### src/rtl/comp_driver_if.sv
// comp_driver_if
//   Bundles the element input stream, the packed score buses, the
//   comparison-layer load/valid pair and the result handshake.
//   modport master : the comp_driver side (consumes elements and cmp results,
//                    produces d1/d2/load and the result stream)
//   modport slave  : the surrounding environment (upstream layers, comparison
//                    layer and result consumer)
interface comp_driver_if #(
  parameter int DATA_LEN = 16,
  parameter int N_ELEM   = 12
);
  logic                       in_valid;
  logic                       in_sel;
  logic [DATA_LEN-1:0]        in_data;
  logic                       in_ready;
  logic [N_ELEM*DATA_LEN-1:0] d1;
  logic [N_ELEM*DATA_LEN-1:0] d2;
  logic                       load;
  logic                       cmp_valid;
  logic [3:0]                 cmp_q;
  logic                       res_valid;
  logic [3:0]                 res_class;
  logic                       res_ready;
  logic                       err;
  logic                       busy;

  modport master (
    input  in_valid, in_sel, in_data, cmp_valid, cmp_q, res_ready,
    output in_ready, d1, d2, load, res_valid, res_class, err, busy
  );

  modport slave (
    output in_valid, in_sel, in_data, cmp_valid, cmp_q, res_ready,
    input  in_ready, d1, d2, load, res_valid, res_class, err, busy
  );
endinterface

### src/rtl/comp_driver.sv
// comp_driver
//   Initiator side of the comparison-layer load/valid protocol. Two score
//   banks (d1, d2) are filled serially, one element per accepted cycle, in
//   any interleaving. Once both banks hold N_ELEM elements, load is raised
//   and held until the comparison layer pulses cmp_valid (or WAIT_MAX cycles
//   pass). The class index is then offered downstream on res_valid/res_ready,
//   after which one GAP cycle keeps load low before filling restarts.
// Ports
//   clk  : system clock, rising edge
//   rst  : asynchronous active-high reset
//   bus  : comp_driver_if.master
//          in_valid/in_sel/in_data/in_ready : element stream (in_ready comb.)
//          d1/d2      : packed banks, element i at [i*DATA_LEN +: DATA_LEN]
//          load       : level request to the comparison layer
//          cmp_valid/cmp_q : comparison result
//          res_valid/res_class/res_ready : result handshake (4'hF = timeout)
//          err        : sticky timeout flag, busy : not in FILL
module comp_driver #(
  parameter int DATA_LEN = 16,
  parameter int N_ELEM   = 12,
  parameter int WAIT_MAX = 8
) (
  input  logic          clk,
  input  logic          rst,
  comp_driver_if.master bus
);

  localparam int CNT_W  = $clog2(N_ELEM + 1);
  localparam int IDX_W  = $clog2(N_ELEM);
  localparam int WAIT_W = $clog2(WAIT_MAX + 1);
  localparam logic [CNT_W-1:0]  CNT_FULL  = CNT_W'(N_ELEM);
  localparam logic [CNT_W-1:0]  CNT_ONE   = CNT_W'(1);
  localparam logic [WAIT_W-1:0] WAIT_LAST = WAIT_W'(WAIT_MAX - 1);
  localparam logic [WAIT_W-1:0] WAIT_ONE  = WAIT_W'(1);

  typedef enum logic [1:0] {
    ST_FILL = 2'd0,
    ST_RUN  = 2'd1,
    ST_HOLD = 2'd2,
    ST_GAP  = 2'd3
  } state_t;

  state_t                          state_r;
  logic [CNT_W-1:0]                cnt1_r;
  logic [CNT_W-1:0]                cnt2_r;
  logic [WAIT_W-1:0]               wait_r;
  logic [N_ELEM-1:0][DATA_LEN-1:0] d1_r;
  logic [N_ELEM-1:0][DATA_LEN-1:0] d2_r;
  logic                            load_r;
  logic                            res_valid_r;
  logic [3:0]                      res_class_r;
  logic                            err_r;
  logic                            busy_r;

  logic                            sel_room_s;
  logic                            in_ready_s;
  logic                            accept_s;
  logic [CNT_W-1:0]                cnt1_nxt_s;
  logic [CNT_W-1:0]                cnt2_nxt_s;
  logic                            both_full_s;

  // Accept decode: room check on the selected bank and next counter values.
  always_comb begin
    sel_room_s = 1'b0;
    cnt1_nxt_s = cnt1_r;
    cnt2_nxt_s = cnt2_r;
    if (bus.in_sel) begin
      sel_room_s = (cnt2_r < CNT_FULL);
    end else begin
      sel_room_s = (cnt1_r < CNT_FULL);
    end
    in_ready_s = (state_r == ST_FILL) && sel_room_s;
    accept_s   = in_ready_s && bus.in_valid;
    if (accept_s && bus.in_sel) begin
      cnt2_nxt_s = cnt2_r + CNT_ONE;
    end else if (accept_s) begin
      cnt1_nxt_s = cnt1_r + CNT_ONE;
    end else begin
      cnt1_nxt_s = cnt1_r;
      cnt2_nxt_s = cnt2_r;
    end
    // load must rise on the same edge that stores the last missing element.
    both_full_s = (cnt1_nxt_s == CNT_FULL) && (cnt2_nxt_s == CNT_FULL);
  end

  // Control FSM with bank storage and all registered outputs.
  always_ff @(posedge clk or posedge rst) begin
    if (rst) begin
      state_r     <= ST_FILL;
      cnt1_r      <= '0;
      cnt2_r      <= '0;
      wait_r      <= '0;
      d1_r        <= '0;
      d2_r        <= '0;
      load_r      <= 1'b0;
      res_valid_r <= 1'b0;
      res_class_r <= 4'h0;
      err_r       <= 1'b0;
      busy_r      <= 1'b0;
    end else begin
      case (state_r)
        ST_FILL: begin
          if (accept_s && bus.in_sel) begin
            d2_r[cnt2_r[IDX_W-1:0]] <= bus.in_data;
          end else if (accept_s) begin
            d1_r[cnt1_r[IDX_W-1:0]] <= bus.in_data;
          end
          cnt1_r <= cnt1_nxt_s;
          cnt2_r <= cnt2_nxt_s;
          if (both_full_s) begin
            state_r <= ST_RUN;
            load_r  <= 1'b1;
            busy_r  <= 1'b1;
            wait_r  <= '0;
          end
        end
        ST_RUN: begin
          // A real result wins over a timeout landing on the same cycle.
          if (bus.cmp_valid) begin
            res_class_r <= bus.cmp_q;
            res_valid_r <= 1'b1;
            load_r      <= 1'b0;
            state_r     <= ST_HOLD;
          end else if (wait_r == WAIT_LAST) begin
            res_class_r <= 4'hF;
            res_valid_r <= 1'b1;
            err_r       <= 1'b1;
            load_r      <= 1'b0;
            state_r     <= ST_HOLD;
          end else begin
            wait_r <= wait_r + WAIT_ONE;
          end
        end
        ST_HOLD: begin
          if (res_valid_r && bus.res_ready) begin
            res_valid_r <= 1'b0;
            cnt1_r      <= '0;
            cnt2_r      <= '0;
            state_r     <= ST_GAP;
          end
        end
        ST_GAP: begin
          state_r <= ST_FILL;
          busy_r  <= 1'b0;
        end
        default: begin
          state_r     <= ST_FILL;
          load_r      <= 1'b0;
          res_valid_r <= 1'b0;
          busy_r      <= 1'b0;
          cnt1_r      <= '0;
          cnt2_r      <= '0;
        end
      endcase
    end
  end

  assign bus.in_ready  = in_ready_s;
  assign bus.d1        = d1_r;
  assign bus.d2        = d2_r;
  assign bus.load      = load_r;
  assign bus.res_valid = res_valid_r;
  assign bus.res_class = res_class_r;
  assign bus.err       = err_r;
  assign bus.busy      = busy_r;

endmodule

### src/flat_wrapper.sv
// flat-port wrapper written by rule: the top's interface ports become plain ports
module comp_driver_flat 
#(
  parameter int DATA_LEN = 16,
  parameter int N_ELEM   = 12,
  parameter int WAIT_MAX = 8
)
  (clk, rst, bus_in_valid, bus_in_sel, bus_in_data, bus_cmp_valid, bus_cmp_q, bus_res_ready, bus_in_ready, bus_d1, bus_d2, bus_load, bus_res_valid, bus_res_class, bus_err, bus_busy);
  comp_driver_if #(.DATA_LEN(DATA_LEN), .N_ELEM(N_ELEM)) bus_i ();
  input  logic clk;
  input  logic rst;
  input wire logic [$bits(bus_i.in_valid)-1:0] bus_in_valid;
  input wire logic [$bits(bus_i.in_sel)-1:0] bus_in_sel;
  input wire logic [$bits(bus_i.in_data)-1:0] bus_in_data;
  input wire logic [$bits(bus_i.cmp_valid)-1:0] bus_cmp_valid;
  input wire logic [$bits(bus_i.cmp_q)-1:0] bus_cmp_q;
  input wire logic [$bits(bus_i.res_ready)-1:0] bus_res_ready;
  output wire logic [$bits(bus_i.in_ready)-1:0] bus_in_ready;
  output wire logic [$bits(bus_i.d1)-1:0] bus_d1;
  output wire logic [$bits(bus_i.d2)-1:0] bus_d2;
  output wire logic [$bits(bus_i.load)-1:0] bus_load;
  output wire logic [$bits(bus_i.res_valid)-1:0] bus_res_valid;
  output wire logic [$bits(bus_i.res_class)-1:0] bus_res_class;
  output wire logic [$bits(bus_i.err)-1:0] bus_err;
  output wire logic [$bits(bus_i.busy)-1:0] bus_busy;
  assign bus_i.in_valid = bus_in_valid;
  assign bus_i.in_sel = bus_in_sel;
  assign bus_i.in_data = bus_in_data;
  assign bus_i.cmp_valid = bus_cmp_valid;
  assign bus_i.cmp_q = bus_cmp_q;
  assign bus_i.res_ready = bus_res_ready;
  assign bus_in_ready = bus_i.in_ready;
  assign bus_d1 = bus_i.d1;
  assign bus_d2 = bus_i.d2;
  assign bus_load = bus_i.load;
  assign bus_res_valid = bus_i.res_valid;
  assign bus_res_class = bus_i.res_class;
  assign bus_err = bus_i.err;
  assign bus_busy = bus_i.busy;
  comp_driver #(.DATA_LEN(DATA_LEN), .N_ELEM(N_ELEM), .WAIT_MAX(WAIT_MAX)) u_core (.clk(clk), .rst(rst), .bus(bus_i));
endmodule
### config.mk
export PLATFORM = sky130hd
export DESIGN_NAME = comp_driver_flat
export DESIGN_NICKNAME = d
export VERILOG_FILES = /design/src/rtl/comp_driver_if.sv /design/src/rtl/comp_driver.sv /design/src/flat_wrapper.sv
export SDC_FILE = /design/constraint.sdc
export NUM_CORES = 1
export LEC_CHECK = 0
export CAP_MARGIN = 15
export CORE_MARGIN = 2
export CORE_UTILIZATION = 50
export CTS_BUF_LIST = sky130_fd_sc_hd__clkbuf_4 sky130_fd_sc_hd__clkbuf_8
export DETAILED_ROUTE_END_ITERATION = 8
export PLACE_DENSITY_LB_ADDON = 0.3
export SYNTH_ARGS = -nofsm -noshare
export SYNTH_HDL_FRONTEND = slang
export SYNTH_SLANG_ARGS = --single-unit
export TNS_END_PERCENT = 50
### constraint.sdc
create_clock -name clk -period 17.3 [get_ports clk]
set_clock_uncertainty 0.1 [all_clocks]
set_input_delay 2.595 -clock clk [delete_from_list [all_inputs] [get_ports clk]]
set_output_delay 2.595 -clock clk [all_outputs]
set_load 0.01 [all_outputs]
Word level (Yosys, flattened, before mapping)
Index checks and enable logic that the tools add are counted.
Storage, ports and cells
  register bits: 406
  input bits: 26
  output and inout port bits: 393
  word-level logic and storage cells: 111
Cells by class
  $add $sub $neg: 3
  magnitude comparators: 6
  eq/ne operators: 11
  mux-type cells: 33
  bitwise gates (word level): 2
  reductions and logical operators: 23
Operators with widths (count)
  192-bit bitwise mux: 2
  16-bit demux with 4-bit select: 2
  4-bit two-way mux: 9
  16-bit two-way mux: 2
  4-bit case mux with 2 select lines: 3
  3-bit AND reduction: 5
  4-bit by 1-bit adder with 4-bit output, second input constant: 3
  4-bit by 5-bit less-than comparator with 1-bit output, second input constant: 2
  2-bit nonzero test: 5
  4-bit equality test, second input constant: 2
  4-bit by 1-bit >= comparator with 1-bit output, second input constant: 2
  4-bit less-than comparator, second input constant: 2
  2-bit two-way mux: 4
  2-bit case mux with 4 select lines: 1
  2-bit AND reduction: 4
  1-bit logical AND: 7
  1-bit two-way mux: 7
  1-bit case mux with 2 select lines: 3
  2-bit equality test, second input constant: 2
  4-bit by 3-bit equality test with 1-bit output, second input constant: 1
  2-bit by 1-bit != test with 1-bit output, second input constant: 2
  2-bit != test, second input constant: 2
  4-bit AND reduction: 1
  3-bit by 2-bit != test with 1-bit output, second input constant: 1
  other kinds (3): 4

Longest topological paths before layout
  depth after elaboration: 10
  depth in mapped cells: 9

Worst setup path after synthesis
No wires, ideal clock.
  path type: in2out
  start point: in bus_in_sel
  end point: out bus_in_ready
  arrival time: 2.834 ns
  required time: 14.605 ns
  setup slack: 11.771 ns
  cell stages on the path: 2
  cells stage by stage: nand3_1 -> o211a_1
Between the ends
  cells in the longest elaborated chain, start to end: 2
RTL lines
  from (decl): RTL line flat_wrapper.sv:13  | input wire logic [$bits(bus_i.in_sel)-1:0] bus_in_sel;
  1-bit two-way mux: RTL line comp_driver.sv:67  | if (bus.in_sel) begin
  1-bit logical AND: RTL line comp_driver.sv:72  | in_ready_s = (state_r == ST_FILL) && sel_room_s;
  to (decl): RTL line flat_wrapper.sv:18  | output wire logic [$bits(bus_i.in_ready)-1:0] bus_in_ready;
No other way between the ends.

Worst setup path in the final report
Same ends and word-level chain as after synthesis.

==> results.tsv <==
metric	value	unit
run_status	finished clean	
start_util	50.5	%
drt-total-wl	43500	um
required	14610	ps
cp-end-kind	output pin	
path_max_fanout	7	
vias	10177	
area_growth_syn_to_layout	37.6	%
grt_usage	26.7	%
setup_slack	10670	ps
cts_tree	built	
post-route-period-util	38.3	%
yosysWarnings	0	
ys_seq_area_share	64.3	%
grt_pass1_vias	10646	
ys_ff_latch	406	
postCtsSetupBuffers	0	
yosysTopAreaCellShare	64.3	%
clk_latency	550	ps
antenna_cells	0	
numCtsBuffers	67	
cts-root-buf	clkbuf_8	
cpMaxStageDelayCell	clkdlybuf4s50_1	
drcViolationCount	0	
max_stage_delay	530	ps
crit_type	input pin to output pin	
grt_start_max_net_pins	189	
vdd_drop_max	0.0921	mV
drtPass1Iterations	7	
fmax	151	MHz
crit_top_cell	clkdlybuf4s50_1	
cp.arrival	3940	ps
cts.path.max_buffers	3	
dp.cells	1754	
htree_levels	3	
drtIter0Drc	541	
core_area	31300	um^2
synth_ff_type	dfrtp_1	
grt_pass1_wl	66300	um
place_congestion	0.820	
drv_slew	0	
antenna_found_initial	0	
synth_nets	1039	
cap_violations	0	
maxSlewHeadroom	23.8	%
nFillCells	2174	
hp-class	flip-flop to flip-flop	
finalNonFillerCells	1874	
critPathLaunchType	input pin	
ant_nets	0	
clk_pin_slew	60	ps
synth_area_leaders	dfrtp_1 64%, mux2_2 27%, ha_1 1.1%	
finalHoldViolations	0	
fin_area	21700	um^2
setup_viol	0	
fin_crit	6630	ps
powerDensity	172	nW/um^2
rows	65	
drive_above_1_share	36.1	%
crit_chain	clkdlybuf4s50_1 -> nand3_1 -> o211a_1 -> clkdlybuf4s50_1	
synth_edf_count	0	
hold_buffers	0	
syn_avg_cell_area	15.8	um^2
final_nets	1463	
die_w	182	um
postPlaceCellArea	20200	um^2
die_h	182	um
via_per_inst	5.43	
fin_setup_tns	0	ps
clock_sinks	406	
ys_async_sr_fraction	100	%
synth_cell_types	48	
layout_common_cells	418 x clkdlybuf4s50_1, 406 x dfrtp_1, 384 x mux2_2, 87 x clkbuf_8, 19 x clkbuf_4	
grt_setup_unrepaired	no	
synth_top_cell_by_area	dfrtp_1	
grt_overflow	0	
tightest_slew	1140	ps
final_common_cell	clkdlybuf4s50_1	
ctsResizeCount	0	
finalPower	3.73	mW
leakagePower	10.1	nW
portBuffers	418	
dpl_worst_slack	10680	ps
syn_inst	999	
drt-wirelength-per-cell	23.2	um
final_core_util	69.4	%
hold_ws	370	ps
place_hpwl	29300	um
syn-cell-area	15800	um^2
dieArea	33000	um^2
io_pins	419	
worst max-delay path: cells and delay by family:
kind | cells | cell delay, ps
compound gates | 1 | 150
buf+inv | 2 | 1050
simple gates | 1 | 140
power by group:
| group | leakage (nW) | switching, mW | internal, mW |
|---|---|---|---|
| clock network | 0.761 | 0.377 | 0.508 |
| registers | 5.38 | 0.185 | 1.29 |
| logic | 3.96 | 0.548 | 0.825 |
per-layer routing:
metal	vias to the layer above	track usage, %	share of wire, %
li1	4402	-	-
met1	5262	34.1	41
met2	422	43.4	48
met3	91	7.32	7.7
met4	0	10.6	3.3
met5	-	0	0
logic make-up (layout without fill, tap and decap cells):
kind of cell | after synthesis | in the layout | share of synthesized area [%]
flops | 406 | 406 | 64.3
mux | 386 | 386 | 27.5
buf+inv | 77 | 550 | 2.11
simple gates | 69 | 69 | 2.71
compound gates | 46 | 46 | 2.20
fa+ha+maj | 14 | 14 | 1.11
xor+xnor | 1 | 1 | 0.0554
sequential cells by signal (all words and copies together), names as in the netlist:
register and flops:
u_core.cnt1_r 4, u_core.wait_r 4, u_core.cnt2_r 4, u_core.bus.d2 192
u_core.bus.busy 1, u_core.bus.res_class 4, u_core.state_r 2, u_core.bus.load 1
u_core.bus.d1 192, u_core.bus.res_valid 1, u_core.bus.err 1
final cells by class:
type	instances	area, um^2	share of cell area [%]
clock buffer	106	1340	6.16
clock inverter	12	104	0.478
inverter	9	41.3	0.190
multi-input combinational	516	5320	24.5
sequential	406	10200	46.7
tap	402	503	2.31
timing repair buffer	423	4270	19.7
synth_stat cells (5+ instances only):
cell type  number
nor2_1          5
o21ai_0         9
clkbuf_1       34
nand2_2         8
buf_2          33
ha_1           14
nand3_2         5
inv_1           9
nand3_1         6
dfrtp_1       406
and2_1          7
mux2_2        384
a31oi_1         5
nand2_1        17
path summary, 6_finish.rpt:
path,slack (ps),from,endpoint,depth (start not counted)
worst min-delay path,370,u_core.bus.err,u_core.bus.err,1
worst max-delay path,10670,bus_in_sel,bus_in_ready,4
worst max register to register,14080,u_core.state_r[0],u_core.bus.d2[37],6
worst min register to register,370,u_core.bus.err,u_core.bus.err,1
max in group asynchronous,12850,rst,u_core.state_r[1],3
min in group asynchronous,2540,rst,u_core.bus.d2[97],2
(Power assumes the default switching activity.)
